## config.mk

```make
export PLATFORM = sky130hd
export DESIGN_NAME = nios_qsys_cpu_nios_div_cell
export DESIGN_NICKNAME = d
export VERILOG_FILES = /design/src/rtl/nios_qsys_cpu_div_pkg.sv /design/src/rtl/nios_qsys_cpu_nios_div_step.sv /design/src/rtl/nios_qsys_cpu_nios_div_cell.sv
export SDC_FILE = /design/constraint.sdc
export NUM_CORES = 1
export LEC_CHECK = 0
export ABC_AREA = 1
export ABC_CLOCK_PERIOD_IN_PS = 7950
export CAP_MARGIN = 20
export CORE_ASPECT_RATIO = 1.2
export CORE_MARGIN = 2
export CORE_UTILIZATION = 45
export DETAILED_ROUTE_END_ITERATION = 10
export SYNTH_ARGS = -nofsm -noshare
export SYNTH_HDL_FRONTEND = slang
export SYNTH_SLANG_ARGS = --single-unit
```

## constraint.sdc

```tcl
create_clock -name clk -period 7.95 [get_ports clk]
set_clock_uncertainty 0.2 [all_clocks]
set_input_delay 1.59 -clock clk [delete_from_list [all_inputs] [get_ports clk]]
set_output_delay 1.59 -clock clk [all_outputs]
set_load 0.02 [all_outputs]
```

## src/rtl/nios_qsys_cpu_div_pkg.sv

```systemverilog
// nios_qsys_cpu_div_pkg
// Shared definitions for the iterative divider cell:
//   DATA_W     - operand/result width (the datapath only supports 32)
//   ITERATIONS - number of restoring steps per divide (one per result bit)
//   LAST_ITER  - counter value seen during the final step
//   div_state_e - controller states
package nios_qsys_cpu_div_pkg;

    localparam int DATA_W     = 32;
    localparam int ITERATIONS = 32;

    // The 6-bit iteration counter reads this value while the last step executes.
    localparam logic [5:0] LAST_ITER = 6'(ITERATIONS - 1);

    typedef enum logic [1:0] {
        IDLE = 2'd0,
        CALC = 2'd1,
        FIX  = 2'd2,
        DONE = 2'd3
    } div_state_e;

endpackage

```

## src/rtl/nios_qsys_cpu_nios_div_step.sv

```systemverilog
// nios_qsys_cpu_nios_div_step
// One combinational radix-2 restoring division step on unsigned magnitudes.
// Ports:
//   rem_in  - partial remainder entering the step (always < divisor)
//   dvd_in  - remaining dividend bits; quotient bits accumulate in the low end
//   divisor - unsigned divisor magnitude
//   rem_out - partial remainder after the step
//   dvd_out - dividend bits shifted left with the new quotient bit appended
//   q_bit   - quotient bit produced by this step
module nios_qsys_cpu_nios_div_step
    import nios_qsys_cpu_div_pkg::*;
(
    input  logic [DATA_W-1:0] rem_in,
    input  logic [DATA_W-1:0] dvd_in,
    input  logic [DATA_W-1:0] divisor,
    output logic [DATA_W-1:0] rem_out,
    output logic [DATA_W-1:0] dvd_out,
    output logic              q_bit
);

    logic [DATA_W:0]   shifted;
    logic [DATA_W-1:0] diff_low;

    // Shift remainder:dividend left by one and try the subtraction.
    // The shifted value can reach 33 bits, so the compare uses all of them.
    // When the subtraction succeeds the true difference is below the divisor,
    // so a 32-bit subtract of the low bits is exact.
    always_comb begin
        shifted  = {rem_in, dvd_in[DATA_W-1]};
        diff_low = shifted[DATA_W-1:0] - divisor;
        q_bit    = (shifted >= {1'b0, divisor});
        rem_out  = q_bit ? diff_low : shifted[DATA_W-1:0];
        dvd_out  = {dvd_in[DATA_W-2:0], q_bit};
    end

endmodule

```

## src/rtl/nios_qsys_cpu_nios_div_cell.sv

```systemverilog
// nios_qsys_cpu_nios_div_cell
// Fixed-latency iterative 32-bit divider, signed or unsigned.
// A request in IDLE loads operand magnitudes, 32 restoring steps run in CALC,
// FIX applies signs and registers the result, DONE pulses M_div_done.
// Ports:
//   clk, reset            - clock and asynchronous active-high reset
//   M_div_start           - one-cycle request, honoured only in IDLE
//   M_div_signed          - 1 = two's-complement operands
//   M_div_src1/src2       - dividend / divisor
//   M_div_busy            - high from the cycle after acceptance through DONE
//   M_div_done            - one-cycle pulse, results valid
//   M_div_cell_quotient   - quotient, held until the next FIX
//   M_div_cell_remainder  - remainder, sign follows the dividend
module nios_qsys_cpu_nios_div_cell #(
    parameter int DATA_W = 32
) (
    input  logic              clk,
    input  logic              reset,
    input  logic              M_div_start,
    input  logic              M_div_signed,
    input  logic [DATA_W-1:0] M_div_src1,
    input  logic [DATA_W-1:0] M_div_src2,
    output logic              M_div_busy,
    output logic              M_div_done,
    output logic [DATA_W-1:0] M_div_cell_quotient,
    output logic [DATA_W-1:0] M_div_cell_remainder
);

    import nios_qsys_cpu_div_pkg::*;

    div_state_e state_q;
    div_state_e state_d;

    logic [5:0]        count_q;
    logic [DATA_W-1:0] rem_q;
    logic [DATA_W-1:0] dvd_q;
    logic [DATA_W-1:0] divisor_q;
    logic [DATA_W-1:0] src1_q;
    logic              quot_neg_q;
    logic              rem_neg_q;
    logic              div_zero_q;

    logic [DATA_W-1:0] src1_abs;
    logic [DATA_W-1:0] src2_abs;
    logic [DATA_W-1:0] step_rem;
    logic [DATA_W-1:0] step_dvd;
    logic              step_q_bit;

    // Operand magnitudes; unsigned requests pass straight through.
    always_comb begin
        src1_abs = M_div_src1;
        src2_abs = M_div_src2;
        if (M_div_signed && M_div_src1[DATA_W-1]) begin
            src1_abs = -M_div_src1;
        end
        if (M_div_signed && M_div_src2[DATA_W-1]) begin
            src2_abs = -M_div_src2;
        end
    end

    nios_qsys_cpu_nios_div_step u_step (
        .rem_in  (rem_q),
        .dvd_in  (dvd_q),
        .divisor (divisor_q),
        .rem_out (step_rem),
        .dvd_out (step_dvd),
        .q_bit   (step_q_bit)
    );

    // State register.
    always_ff @(posedge clk or posedge reset) begin
        if (reset) begin
            state_q <= IDLE;
        end else begin
            state_q <= state_d;
        end
    end

    // Next-state logic. Starts outside IDLE are dropped, never queued.
    always_comb begin
        state_d = state_q;
        case (state_q)
            IDLE: if (M_div_start) state_d = CALC;
            CALC: if (count_q == LAST_ITER) state_d = FIX;
            FIX:  state_d = DONE;
            DONE: state_d = IDLE;
            default: state_d = IDLE;
        endcase
    end

    // Status outputs decoded from the state.
    always_comb begin
        M_div_busy = (state_q != IDLE);
        M_div_done = (state_q == DONE);
    end

    // Datapath. Sign handling is decided at capture so only two flags survive.
    // The quotient bits are unused by the step logic, so the step shifts them
    // into the dividend register as the dividend bits shift out.
    // Divide by zero bypasses sign fixing: quotient all ones, remainder the
    // original dividend, regardless of mode.
    always_ff @(posedge clk or posedge reset) begin
        if (reset) begin
            count_q              <= '0;
            rem_q                <= '0;
            dvd_q                <= '0;
            divisor_q            <= '0;
            src1_q               <= '0;
            quot_neg_q           <= 1'b0;
            rem_neg_q            <= 1'b0;
            div_zero_q           <= 1'b0;
            M_div_cell_quotient  <= '0;
            M_div_cell_remainder <= '0;
        end else begin
            case (state_q)
                IDLE: begin
                    if (M_div_start) begin
                        count_q    <= '0;
                        rem_q      <= '0;
                        dvd_q      <= src1_abs;
                        divisor_q  <= src2_abs;
                        src1_q     <= M_div_src1;
                        quot_neg_q <= M_div_signed &
                                      (M_div_src1[DATA_W-1] ^ M_div_src2[DATA_W-1]);
                        rem_neg_q  <= M_div_signed & M_div_src1[DATA_W-1];
                        div_zero_q <= (M_div_src2 == '0);
                    end
                end
                CALC: begin
                    rem_q   <= step_rem;
                    dvd_q   <= step_dvd;
                    count_q <= count_q + 6'd1;
                end
                FIX: begin
                    if (div_zero_q) begin
                        M_div_cell_quotient  <= '1;
                        M_div_cell_remainder <= src1_q;
                    end else begin
                        M_div_cell_quotient  <= quot_neg_q ? -dvd_q : dvd_q;
                        M_div_cell_remainder <= rem_neg_q  ? -rem_q : rem_q;
                    end
                end
                default: begin
                end
            endcase
        end
    end

endmodule

```

### After elaboration in Yosys (flattened, before gate mapping)

Cells that the tools add are included.
Widths: inputs -> output; s select.

| word-level totals | value |
|---|---|
| register bits | 203 |
| bits of input ports | 68 |
| output and inout bits | 66 |
| word-level logic and storage cells | 52 |

| operators by class | value |
|---|---|
| add/sub/neg operators | 6 |
| order comparisons | 1 |
| equal/unequal tests | 6 |
| multiplexer cells | 16 |
| bitwise logic cells | 3 |
| reductions and logical operators | 9 |

Operators with widths:

| cell | number |
|---|---|
| $mux 32 | 9 |
| $neg 32->32 | 4 |
| $pmux 32 s2 | 2 |
| $ge 33x32->1 | 1 |
| $logic_not 32->1 | 1 |
| $sub 32x32->32 | 1 |
| $pmux 6 s2 | 1 |
| $pmux 2 s4 | 1 |
| $add 6x1->6 const B | 1 |
| $eq 6x5->1 const B | 1 |
| $mux 6 | 1 |
| $reduce_and 2->1 | 3 |
| $eq 2x2->1 const B | 2 |
| $mux 2 | 2 |
| $ne 2x2->1 const B | 2 |
| $reduce_bool 2->1 | 2 |
| $and 1x1->1 | 2 |
| $eq 2x1->1 const B | 1 |
| $logic_and 1x1->1 | 2 |
| $logic_not 2->1 | 1 |
| $xor 1x1->1 | 1 |

### Logic depth before layout (Yosys ltp)

| depth | value |
|---|---|
| depth in word-level cells | 4 |
| mapped depth | 16 |
| mapped depth without buffers | 16 |

### Cells and area by module

A second synthesis with hierarchy kept.

| second synthesis, totals | value |
|---|---|
| cell total of the unflattened synthesis | 2472 |
| area, all modules | 15569.9 sq um |

Modules (own cells, without submodules):

| module | instances | cells an instance | area an instance (sq um) |
|---|---|---|---|
| nios_qsys_cpu_nios_div_cell | 1 | 1793 | 12169.2 |
| nios_qsys_cpu_nios_div_step | 1 | 679 | 3400.8 |

### Least setup slack after synthesis

No wires, ideal clock.

| timing | value |
|---|---|
| kind | input port to flip-flop |
| from | input port M_div_src2[0] |
| to | register divisor_q[30] |
| library setup time | 0.118 ns |
| arrival | 2.765 ns |
| required time | 7.632 ns |
| path slack | 4.867 ns |
| cell stages on the path | 11 |
| path through | inv_1 ha_1 nand3_1 nor3_1 nand3_1 nor2_1 nand2_1 nand2_1 nand3_1 nand3_1 nand2_1 |

| between the ends | value |
|---|---|
| cells in the longest elaborated chain, start to end | 2 |

Ends and longest elaborated chain:

| element | RTL line | RTL |
|---|---|---|
| start: declaration | nios_qsys_cpu_nios_div_cell.sv:22 | `input logic [DATA_W-1:0] M_div_src2,` |
| $neg 32->32 | nios_qsys_cpu_nios_div_cell.sv:57 | `src2_abs = -M_div_src2;` |
| $mux 32 | nios_qsys_cpu_nios_div_cell.sv:56 | `if (M_div_signed && M_div_src2[DATA_W-1]) begin` |
| end signal: assignment | nios_qsys_cpu_nios_div_cell.sv:121 | `divisor_q <= src2_abs;` |
| end: declaration | nios_qsys_cpu_nios_div_cell.sv:37 | `logic [DATA_W-1:0] divisor_q;` |

No other way between the ends.
A chain may end at the register's enable or synchronous reset.

### Final worst setup path

| timing | value |
|---|---|
| from | register state_q[0] |
| to | output port M_div_busy |

| between the ends | value |
|---|---|
| cells in the longest elaborated chain, start to end | 1 |

Ends and longest elaborated chain:

| element | RTL line | RTL |
|---|---|---|
| start: declaration | nios_qsys_cpu_nios_div_cell.sv:31 | `div_state_e state_q;` |
| start signal: assignment | nios_qsys_cpu_nios_div_cell.sv:75 | `state_q <= state_d;` |
| $reduce_bool 2->1 | nios_qsys_cpu_nios_div_cell.sv:93 | `M_div_busy = (state_q != IDLE);` |
| end: declaration | nios_qsys_cpu_nios_div_cell.sv:23 | `output logic M_div_busy,` |

No other way between the ends.

==> flow_summary.toml <==
[outcome]
status = "finished, final reports clean"

[yosys]
ys_dominant_reg_cell = "dfrtp_1"
synthArstFlopShare = 1.000
synth_cell_types = 49
ys_seq_area_frac = 0.3504
syn_nets = 2330
synthesis.area_um2 = 14500
yosys.area.top_type = "dfrtp_1"
yosys_warnings = 0
postSynthCellCount = 2220
synth-edff-count = 0
synthTopCellsByArea = "dfrtp_1, nand2_1, inv_1, nand3_1, nor2_1"
avgSynthCellArea_um2 = 6.530
synth.top_cell.area_share = 0.3504
ys_ff_latch = 203

[cells_and_area]
final_net_count = 2431
fillCellCount = 3280
final_layout_size_suffix_gt1_frac = 0.04662
syn_to_final_growth_pct = 17.02
diodes = 0

[die]
std_cell_rows = 72
initial_core_util = 0.4533
fp.dieW_um = 167.9
fp.coreArea_um2 = 31980
die_area_um2 = 33670
dieHeight_um = 200.6
io_pins = 134

[pwr]
power.total_mw = 7.982
leakagePower_nw = 8.633
powerDensity_nw_per_um2 = 470.5
vdd_drop_max_mv = 0.2437

[worst_setup_path]
crit_fanout = 4
arrival_ns = 1.94
crit_required_ns = 6.16
reg2reg_slack_ns = 4.83
endpoint_kind = "primary output"
critPathLaunchType = "flop"
worstSetupPathType = "reg2out"

[sta]
setup_violations = 0
rsz0062_at_grt = "no"
fin_hold_ws_ns = 0.2753
tightest_slew_ns = 0.9192
fin_tns_setup_ns = 0
finalHoldViolCount = 0
fin_crit_sh = 0.4697
finalWorstSetupSlack_ns = 4.216
fmax_mhz = 267.8
drv_slew = 0
timing.final.crit_period_ns = 3.734
timing.slew.headroom = 0.3872

[global_routing]
grt_max_degree = 98
grt_pass1_wl_um = 77330
grt_pass1_vias = 13940
grt.total_usage = 0.2942
antenna_found_initial = 0
grt_overflow_total = 0

[placed_design]
port_buffers = 133
place.gp.congestion = 0.9685
dp_slack_ns = 3.738
dpl.hpwl_um = 39090

[clock_network]
clkSlewWorstSetupHoldPaths_ns = 0.06
cts_num_sinks = 203
cts_tree = "yes"
cts_max_level = 1
postCtsHoldBufs = 0
clk_path_buf_depth = 3
cts_root_buf = "clkbuf_16"
cts_resized = 0
worstSkewPairLatency_ns = 0.53
post_cts_buffers = 0
numCtsBuffers = 24

[routing]
num_vias = 14470
first_iter_violations = 997
via_per_inst = 5.270
drtAntennaViolNets = 0
firstDrtPassIters = 5
drt-total-wl_um = 49570
routedWlPerCell_um = 18.06
drc = 0

[flow_run]
cap_viol_max_count = 0

[hold_path]
hp-class = "reg2reg"
-- per-layer routing --
layer	vias up	GRT usage	share of wire
met4	0	0.1537	0.057
met2	395	0.5344	0.51
met5	-	0	0
li1	7289	-	-
met1	6699	0.3444	0.39
met3	82	0.02425	0.038
-- registers in the layout (all words and copies together), names as in the netlist --
signal	count
src1_q	32
count_q	6
M_div_cell_remainder	32
quot_neg_q	1
rem_neg_q	1
div_zero_q	1
rem_q	32
M_div_cell_quotient	32
divisor_q	32
dvd_q	32
state_q	2
-- cells in the mapped netlist, drive strengths merged (2+ instances only) --
library cell and instances:
o21a 2, dfrtp 203, o211ai 7, xor2 42, clkbuf 49, o22ai 18, clkinv 2, o21ai 143
nand2 731, nor3 19, a31oi 15, nor4 4, xnor2 17, nor2 222, o221ai 17, o21bai 19
a21oi 58, and2 2, nand4 27, nor3b 3, o41ai 2, buf 21, nand3 208, ha 41
or2 5, inv 322, o31ai 4, nand3b 11
-- report_power, final --
| part | switching [mW] | total, mW | internal (mW) |
|---|---|---|---|
| Combinational | 3.21 | 4.88 | 1.67 |
| Clock | 0.462 | 1.14 | 0.681 |
| Sequential | 0.443 | 1.96 | 1.52 |
-- cells by family after synthesis --
kind of cell	count (synthesis)	synth area share
AOI/OAI and AO/OA	289	0.1150
xor gates and xnor gates	59	0.03564
adders and majority gates	42	0.03677
buffers and inverters	394	0.1045
DFF	203	0.3504
and+or+nand+nor	1233	0.3577
-- worst paths after layout --
path / start / endpoint / cells past startpoint
max: state_q[0] / M_div_busy / 4
min: M_div_cell_quotient[25] / M_div_cell_quotient[25] / 2
max reg2reg: dvd_q[31] / rem_q[28] / 16
min reg2reg: M_div_cell_quotient[25] / M_div_cell_quotient[25] / 2
max in group asynchronous: reset / divisor_q[4] / 3
min in group asynchronous: reset / M_div_cell_quotient[28] / 2
-- final cells by class --
cell class | instances | area, um^2 | share of cell area
multi-input combinational | 1623 | 7908 | 0.4661
inverter | 324 | 1224 | 0.07213
sequential | 203 | 5080 | 0.2994
clock inverter | 11 | 131.4 | 0.007744
timing repair buffer | 145 | 1421 | 0.08378
clock buffer | 32 | 691.9 | 0.04078
tap | 407 | 509.2 | 0.03002
-- cells in the final DEF (no fill, tap or decap), types with 18 or more instances in the layout --
cell,netlist,final
inv_2,19,19
o22ai_1,18,18
xor2_1,42,42
dfrtp_1,203,203
nand2_1,724,724
nand3_1,206,206
clkdlybuf4s50_1,0,133
a21oi_1,57,57
ha_1,41,40
nor2_1,207,206
o21ai_0,131,131
inv_1,303,302
o21bai_1,19,19
clkbuf_16,0,25
nand4_1,27,27
-- stage by stage --
stage / instances / utilization / cell area, um^2
3_3_place_gp: 2702 / 0.5047 / 16140
3_5_place_dp: 2702 / 0.5047 / 16140
6_report: 2745 / 0.5305 / 16970
4_1_cts: 2745 / 0.5305 / 16970
5_1_grt: 2745 / 0.5305 / 16970
2_1_floorplan: 2220 / - / 14500
-- worst max-delay path: stages, from the launching register on --
cell and delay, ns:
dfrtp_1 0.38, inv_1 0.09, ha_1 0.27, inv_2 0.07, clkdlybuf4s50_1 0.59
Note: power is estimated with default switching activity, not from simulation.
